===== config.mk =====
export PLATFORM = sky130hd
export DESIGN_NAME = pipelined_shift_unit
export DESIGN_NICKNAME = d
export VERILOG_FILES = /design/src/rtl/pipelined_shift_unit.sv
export SDC_FILE = /design/constraint.sdc
export NUM_CORES = 1
export LEC_CHECK = 0
export ABC_CLOCK_PERIOD_IN_PS = 5900
export BUFFER_PORTS_ARGS = -buffer_cell sky130_fd_sc_hd__clkbuf_2
export CAP_MARGIN = 20
export CELL_PAD_IN_SITES_DETAIL_PLACEMENT = 1
export CELL_PAD_IN_SITES_GLOBAL_PLACEMENT = 2
export CORE_MARGIN = 8
export CORE_UTILIZATION = 30
export DETAILED_ROUTE_END_ITERATION = 16
export HOLD_SLACK_MARGIN = 0.03
export PLACE_DENSITY_LB_ADDON = 0.1
export SLEW_MARGIN = 40
export SYNTH_ARGS = -nofsm -noshare
export SYNTH_HDL_FRONTEND = slang
export SYNTH_SLANG_ARGS = --single-unit

===== constraint.sdc =====
create_clock -name clock -period 5.9 [get_ports clock]
set_clock_uncertainty 0.2 [all_clocks]
set_input_delay 1.18 -clock clock [delete_from_list [all_inputs] [get_ports clock]]
set_output_delay 1.18 -clock clock [all_outputs]
set_load 0.01 [all_outputs]

===== src/rtl/pipelined_shift_unit.sv =====
// Two-stage 32-bit barrel shifter (SLL/SRA/SRL/ROTR) with valid/ready flow control.
// Stage 1 resolves the 16/8-bit steps, stage 2 the 4/2/1-bit steps; results emerge in FIFO order.
module pipelined_shift_unit #(
  parameter int WIDTH = 32
) (
  input  logic             clock,
  input  logic             reset,
  input  logic             in_valid,
  output logic             in_ready,
  input  logic [WIDTH-1:0] in_data,
  input  logic [4:0]       in_shamt,
  input  logic [1:0]       in_op,
  output logic             out_valid,
  input  logic             out_ready,
  output logic [WIDTH-1:0] out_data
);

  typedef enum logic [1:0] {
    OP_SLL  = 2'b00,
    OP_SRA  = 2'b01,
    OP_SRL  = 2'b10,
    OP_ROTR = 2'b11
  } op_e;

  // One fixed-size step of the barrel. k is always a nonzero power of two below WIDTH.
  function automatic logic [WIDTH-1:0] shift_step(input logic [WIDTH-1:0] d,
                                                  input logic [1:0]       op,
                                                  input int unsigned      k);
    logic [WIDTH-1:0] r;
    r = d;
    case (op)
      OP_SLL:  r = d << k;
      OP_SRA:  r = $unsigned($signed(d) >>> k);
      OP_SRL:  r = d >> k;
      OP_ROTR: r = (d >> k) | (d << (WIDTH - k));
      default: r = d;
    endcase
    return r;
  endfunction

  logic             s1_valid_q, s1_valid_d;
  logic [WIDTH-1:0] s1_data_q, s1_data_d;
  logic [2:0]       s1_shamt_lo_q, s1_shamt_lo_d;
  logic [1:0]       s1_op_q, s1_op_d;
  logic             s2_valid_q, s2_valid_d;
  logic [WIDTH-1:0] s2_data_q, s2_data_d;

  logic s1_adv;
  logic s2_adv;

  logic [WIDTH-1:0] s1_chain [0:2];
  logic [WIDTH-1:0] s2_chain [0:3];

  // Stage 1: 16-bit step then 8-bit step, selected by shamt[4] and shamt[3].
  assign s1_chain[0] = in_data;
  for (genvar gi = 0; gi < 2; gi++) begin : g_stage1
    localparam int unsigned K = 16 >> gi;
    assign s1_chain[gi+1] = in_shamt[4-gi] ? shift_step(s1_chain[gi], in_op, K)
                                           : s1_chain[gi];
  end

  // Stage 2: 4, 2 and 1-bit steps driven by the low shift bits carried in s1.
  assign s2_chain[0] = s1_data_q;
  for (genvar gi = 0; gi < 3; gi++) begin : g_stage2
    localparam int unsigned K = 4 >> gi;
    assign s2_chain[gi+1] = s1_shamt_lo_q[2-gi] ? shift_step(s2_chain[gi], s1_op_q, K)
                                                : s2_chain[gi];
  end

  // No skid buffer: acceptance depends combinationally on the downstream ready.
  always_comb begin
    s2_adv   = !s2_valid_q || out_ready;
    s1_adv   = !s1_valid_q || s2_adv;
    in_ready = s1_adv;
  end

  always_comb begin
    s1_valid_d    = s1_valid_q;
    s1_data_d     = s1_data_q;
    s1_shamt_lo_d = s1_shamt_lo_q;
    s1_op_d       = s1_op_q;
    s2_valid_d    = s2_valid_q;
    s2_data_d     = s2_data_q;
    if (s1_adv) begin
      s1_valid_d    = in_valid && in_ready;
      s1_data_d     = s1_chain[2];
      s1_shamt_lo_d = in_shamt[2:0];
      s1_op_d       = in_op;
    end
    if (s2_adv) begin
      s2_valid_d = s1_valid_q;
      s2_data_d  = s2_chain[3];
    end
  end

  always_ff @(posedge clock) begin
    if (reset) begin
      s1_valid_q    <= 1'b0;
      s1_data_q     <= '0;
      s1_shamt_lo_q <= '0;
      s1_op_q       <= '0;
      s2_valid_q    <= 1'b0;
      s2_data_q     <= '0;
    end else begin
      s1_valid_q    <= s1_valid_d;
      s1_data_q     <= s1_data_d;
      s1_shamt_lo_q <= s1_shamt_lo_d;
      s1_op_q       <= s1_op_d;
      s2_valid_q    <= s2_valid_d;
      s2_data_q     <= s2_data_d;
    end
  end

  assign out_valid = s2_valid_q;
  assign out_data  = s2_data_q;

endmodule


==> Yosys cells after proc, flatten, opt, wreduce, memory -nomap -nowiden <==
Cells that the tools add are included.
{ "word_totals": {"output_inout_bits": 34, "ff_bits": 71, "elab_cells": 34, "inputBits": 43} }
{ "op_classes": {"n_bitwise": 5, "n_eq_ne": 6, "n_reduce_logical": 7, "mux": 10} }
{ "ops": {"columns": ["op", "n"], "rows": [
  ["$pmux W32 S4", 5],
  ["$mux W32", 5],
  ["$or A16 B32 Y32", 1],
  ["$or A24 B32 Y32", 1],
  ["$or A28 B32 Y32", 1],
  ["$or A30 B32 Y32", 1],
  ["$or A31 B32 Y32", 1],
  ["$eq A2 B2 Y1 const B", 4],
  ["$eq A2 B1 Y1 const B", 2],
  ["$logic_not A2 Y1", 2],
  ["$logic_not A1 Y1", 2],
  ["$logic_or A1 B1 Y1", 2],
  ["$logic_and A1 B1 Y1", 1]
]} }

==> Longest topological paths before layout <==
{ "depth": {"ltp_word": 9, "mapped_depth": 9, "depth_no_buf": 6} }

==> Worst setup path after synthesis <==
OpenSTA, ideal clock, no wires.
{ "synth_path": {"path_kind": "input to output", "start": "in out_ready", "end": "out in_ready", "setup_slack_ns": 2.676, "t_required_ns": 4.520, "path_buffers": 1, "path_stages": 4, "arrival_ns": 1.844, "cell_sequence": "nor2b_1 and2_1 inv_1 clkbuf_1"} }
{ "synth_via": {"elab_chain_len": 2} }
{ "synth_rtl": {"columns": ["element", "line", "text"], "rows": [
  ["start, declared", "14", "input logic out_ready,"],
  ["$logic_or A1 B1 Y1", "72", "s2_adv = !s2_valid_q || out_ready;"],
  ["$logic_or A1 B1 Y1", "73", "s1_adv = !s1_valid_q || s2_adv;"],
  ["end, declared", "9", "output logic in_ready,"]
]} }
Every way passes these cells.

==> Worst setup path after layout <==
Ends and elaborated chain as after synthesis.

==> qor.csv <==
stage,metric,value,unit
power,power.density,235,nW/µm²
synthesis,ys_top_cells_by_area,"dfxtp_1 (21%), nand2_1 (6.5%), a21oi_1 (5.5%), nand3_1 (4.5%), mux2i_1 (4.4%)",
timing,worstMarginPinSlew,0.814,ns
setup_path,startpoint_type,input pin,
synthesis,synthArstFlopShare,0,
cts,post_cts_resized,0,
synthesis,syn_nets,1020,
power,irDropWorstVdd,0.102,mV
cts,postCtsHoldBufs,0,
cts,htree_levels,3,
synthesis,yosysTopAreaCell,dfxtp_1,
timing,timing.final.setup_violations,0,
die,die_h,166,µm
routing,drtIter0Drc,487,
die,placementRows,55,
die,dieArea,27700,µm²
power,power,1.78,mW
hold_path,hold_class,flop to flop,
setup_path,worstSetupStartpoint,out_ready,
synthesis,netlist.area_leader.share,0.209,
final_layout,antennaDiodeCount,0,
die,io_pins,77,
place,gp_congestion,0.836,
global_route,antenna_found_initial,1,
setup_path,endpoint_kind,output pin,
synthesis,synth_cell_types,78,
routing,num_vias,7782,
run_status,status,finished clean,
timing,clock.fmax,262,MHz
synthesis,synth_edf_count,0,
cts,cts.path.max_buffers,2,
global_route,grt_max_degree,78,
job,maxCapViolations,0,
setup_path,path_class,input pin to output pin,
synthesis,syn_area,6790,µm²
timing,drv_slew,0,
timing,timing_hold_violations_final,0,
timing,finalWorstPathRequiredPeriod,3.82,ns
cts,tritoncts,done,
die,core_region_area,22400,µm²
final_layout,area_delta_synth_final,11.6,%
final_layout,drive_above_1_share,0.149,
cts,post-cts-setup-buffers,0,
cts,numCtsBuffers,9,
final_layout,nets,1024,
routing,drt-pass1-iter-count,5,
die,initial_core_util,0.303,
global_route,grt_pass1_vias,7684,
setup_path,crit_path_max_fanout,48,
timing,period_share,0.648,
cts,clkTransAtPathRegs,0.06,ns
routing,drt-total-wl,30400,µm
setup_path,worst_ep_arrival_time,2.44,ns
synthesis,yosysMostFrequentCell,nand2_1,
routing,post_drt_wl_per_cell,23.9,µm
routing,drc,0,
place,hpwl,21600,µm
die,die_w,166,µm
routing,viasPerCell,6.12,
cts,clk_latency,0.35,ns
setup_path,r2r_start,s1_shamt_lo_q[2]$_SDFFE_PP0N_,
synthesis,syn-instance-count,977,
timing,relSlewSlack,0.443,
global_route,grt_pass1_wl,47600,µm
synthesis,yosysWarningCount,0,
synthesis,synth_top_flop_cell,dfxtp_1,
global_route,grt_usage,0.215,
setup_path,reg2reg_slack,3.00,ns
timing,setup-tns-final,0,ns
hold_path,min-delay-start,out_data[20]$_SDFFE_PP0P_,
synthesis,synth_seq_area_share,0.209,
synthesis,syn_area_per_cell,6.95,µm²
synthesis,synthTopCellsByCount,"nand2_1 (118), a21oi_1 (75), dfxtp_1 (71), nor2_1 (71), nand3_1 (61)",
routing,antenna_left,0,
place,numPortBuffers,76,
timing,rsz0062_at_grt,no,
cts,cts.root.buffer_cell,clkbuf_16,
global_route,overflow,0,
cts,cts.sinks,71,
synthesis,synth_seq_cells,71,
power,power.leakage,2.77,nW
setup_path,cp.required,4.52,ns
-- power breakdown --
| part | internal [mW] | switching (mW) |
|---|---|---|
| logic | 0.192 | 0.321 |
| clock network | 0.426 | 0.238 |
| registers | 0.523 | 0.0797 |
| total | 1.14 | 0.639 |
-- cell type report --
type / count / area (µm²)
Clock inverter: 5 / 106
Fill cell: 2836 / 14900
Timing Repair Buffer: 97 / 538
Tap cell: 285 / 357
Clock buffer: 11 / 243
Sequential cell: 71 / 1430
Inverter: 13 / 48.8
Multi-Input combinational cell: 789 / 4860
-- per-stage QoR --
step | instances | utilization | hold WS [ns] | cell area [µm²] | setup slack, ns
floorplan | 977 | - | 0.232 | 6790 | 2.68
global placement | 1255 | 0.322 | 0.253 | 7220 | 2.05
detailed placement | 1255 | 0.322 | 0.262 | 7220 | 2.05
CTS | 1271 | 0.338 | 0.287 | 7570 | 2.06
global route | 1271 | 0.338 | 0.302 | 7570 | 1.96
finish | 1271 | 0.338 | 0.275 | 7570 | 2.08
-- worst max-delay path, cell delays in order --
cell and delay (ns):
clkbuf_2 0.08, nor2b_1 0.10, buf_4 0.23, and2_1 0.16, buf_4 0.41, inv_1 0.11, clkbuf_2 0.15
-- routing by layer --
metal / global-route usage / wire length (µm)
met4: 0.0729 / 695
met3: 0.0310 / 1460
met1: 0.299 / 14600
met5: 0 / 10
met2: 0.336 / 13700
-- logic make-up after synthesis --
group	after synthesis	synth area share
flops	71	0.209
compound gates	365	0.369
buf+inv	117	0.0774
mux	48	0.0774
simple gates	376	0.267
-- cell usage in the layout, fill, tap and decap left out, types with 7 or more instances in the layout --
cell / netlist / final
nand2_1: 118 / 118
clkbuf_2: 0 / 76
a21oi_1: 75 / 75
nor2_1: 71 / 70
dfxtp_1: 71 / 69
nand3_1: 61 / 61
a31oi_1: 45 / 45
o21ai_0: 42 / 42
nand2b_1: 35 / 35
mux2i_1: 30 / 30
o211ai_1: 25 / 25
buf_4: 3 / 21
o21ai_1: 20 / 20
nor3_1: 20 / 19
a211oi_1: 18 / 18
a221oi_1: 17 / 17
or3_1: 14 / 14
a311oi_1: 13 / 13
inv_1: 11 / 11
or2_2: 10 / 11
nor2b_1: 10 / 10
o221ai_1: 10 / 10
a22oi_1: 10 / 10
a21o_1: 10 / 10
clkbuf_16: 0 / 9
mux2_2: 8 / 8
mux2_1: 8 / 8
o21a_1: 7 / 7
-- flip-flops by register name, summed over array words and instances (netlist names) --
register       flops
s1_data_q         32
s1_valid_q         1
s1_shamt_lo_q      3
s1_op_q            2
out_data          32
out_valid          1
-- path summary, 6_finish.rpt --
path | to | cells after the start
worst min-delay path | out_data[20]$_SDFFE_PP0P_ | 2
worst max-delay path | in_ready | 7
worst max register to register | out_data[13]$_SDFFE_PP0P_ | 6
worst min register to register | out_data[20]$_SDFFE_PP0P_ | 2
(Power assumes the default switching activity.)
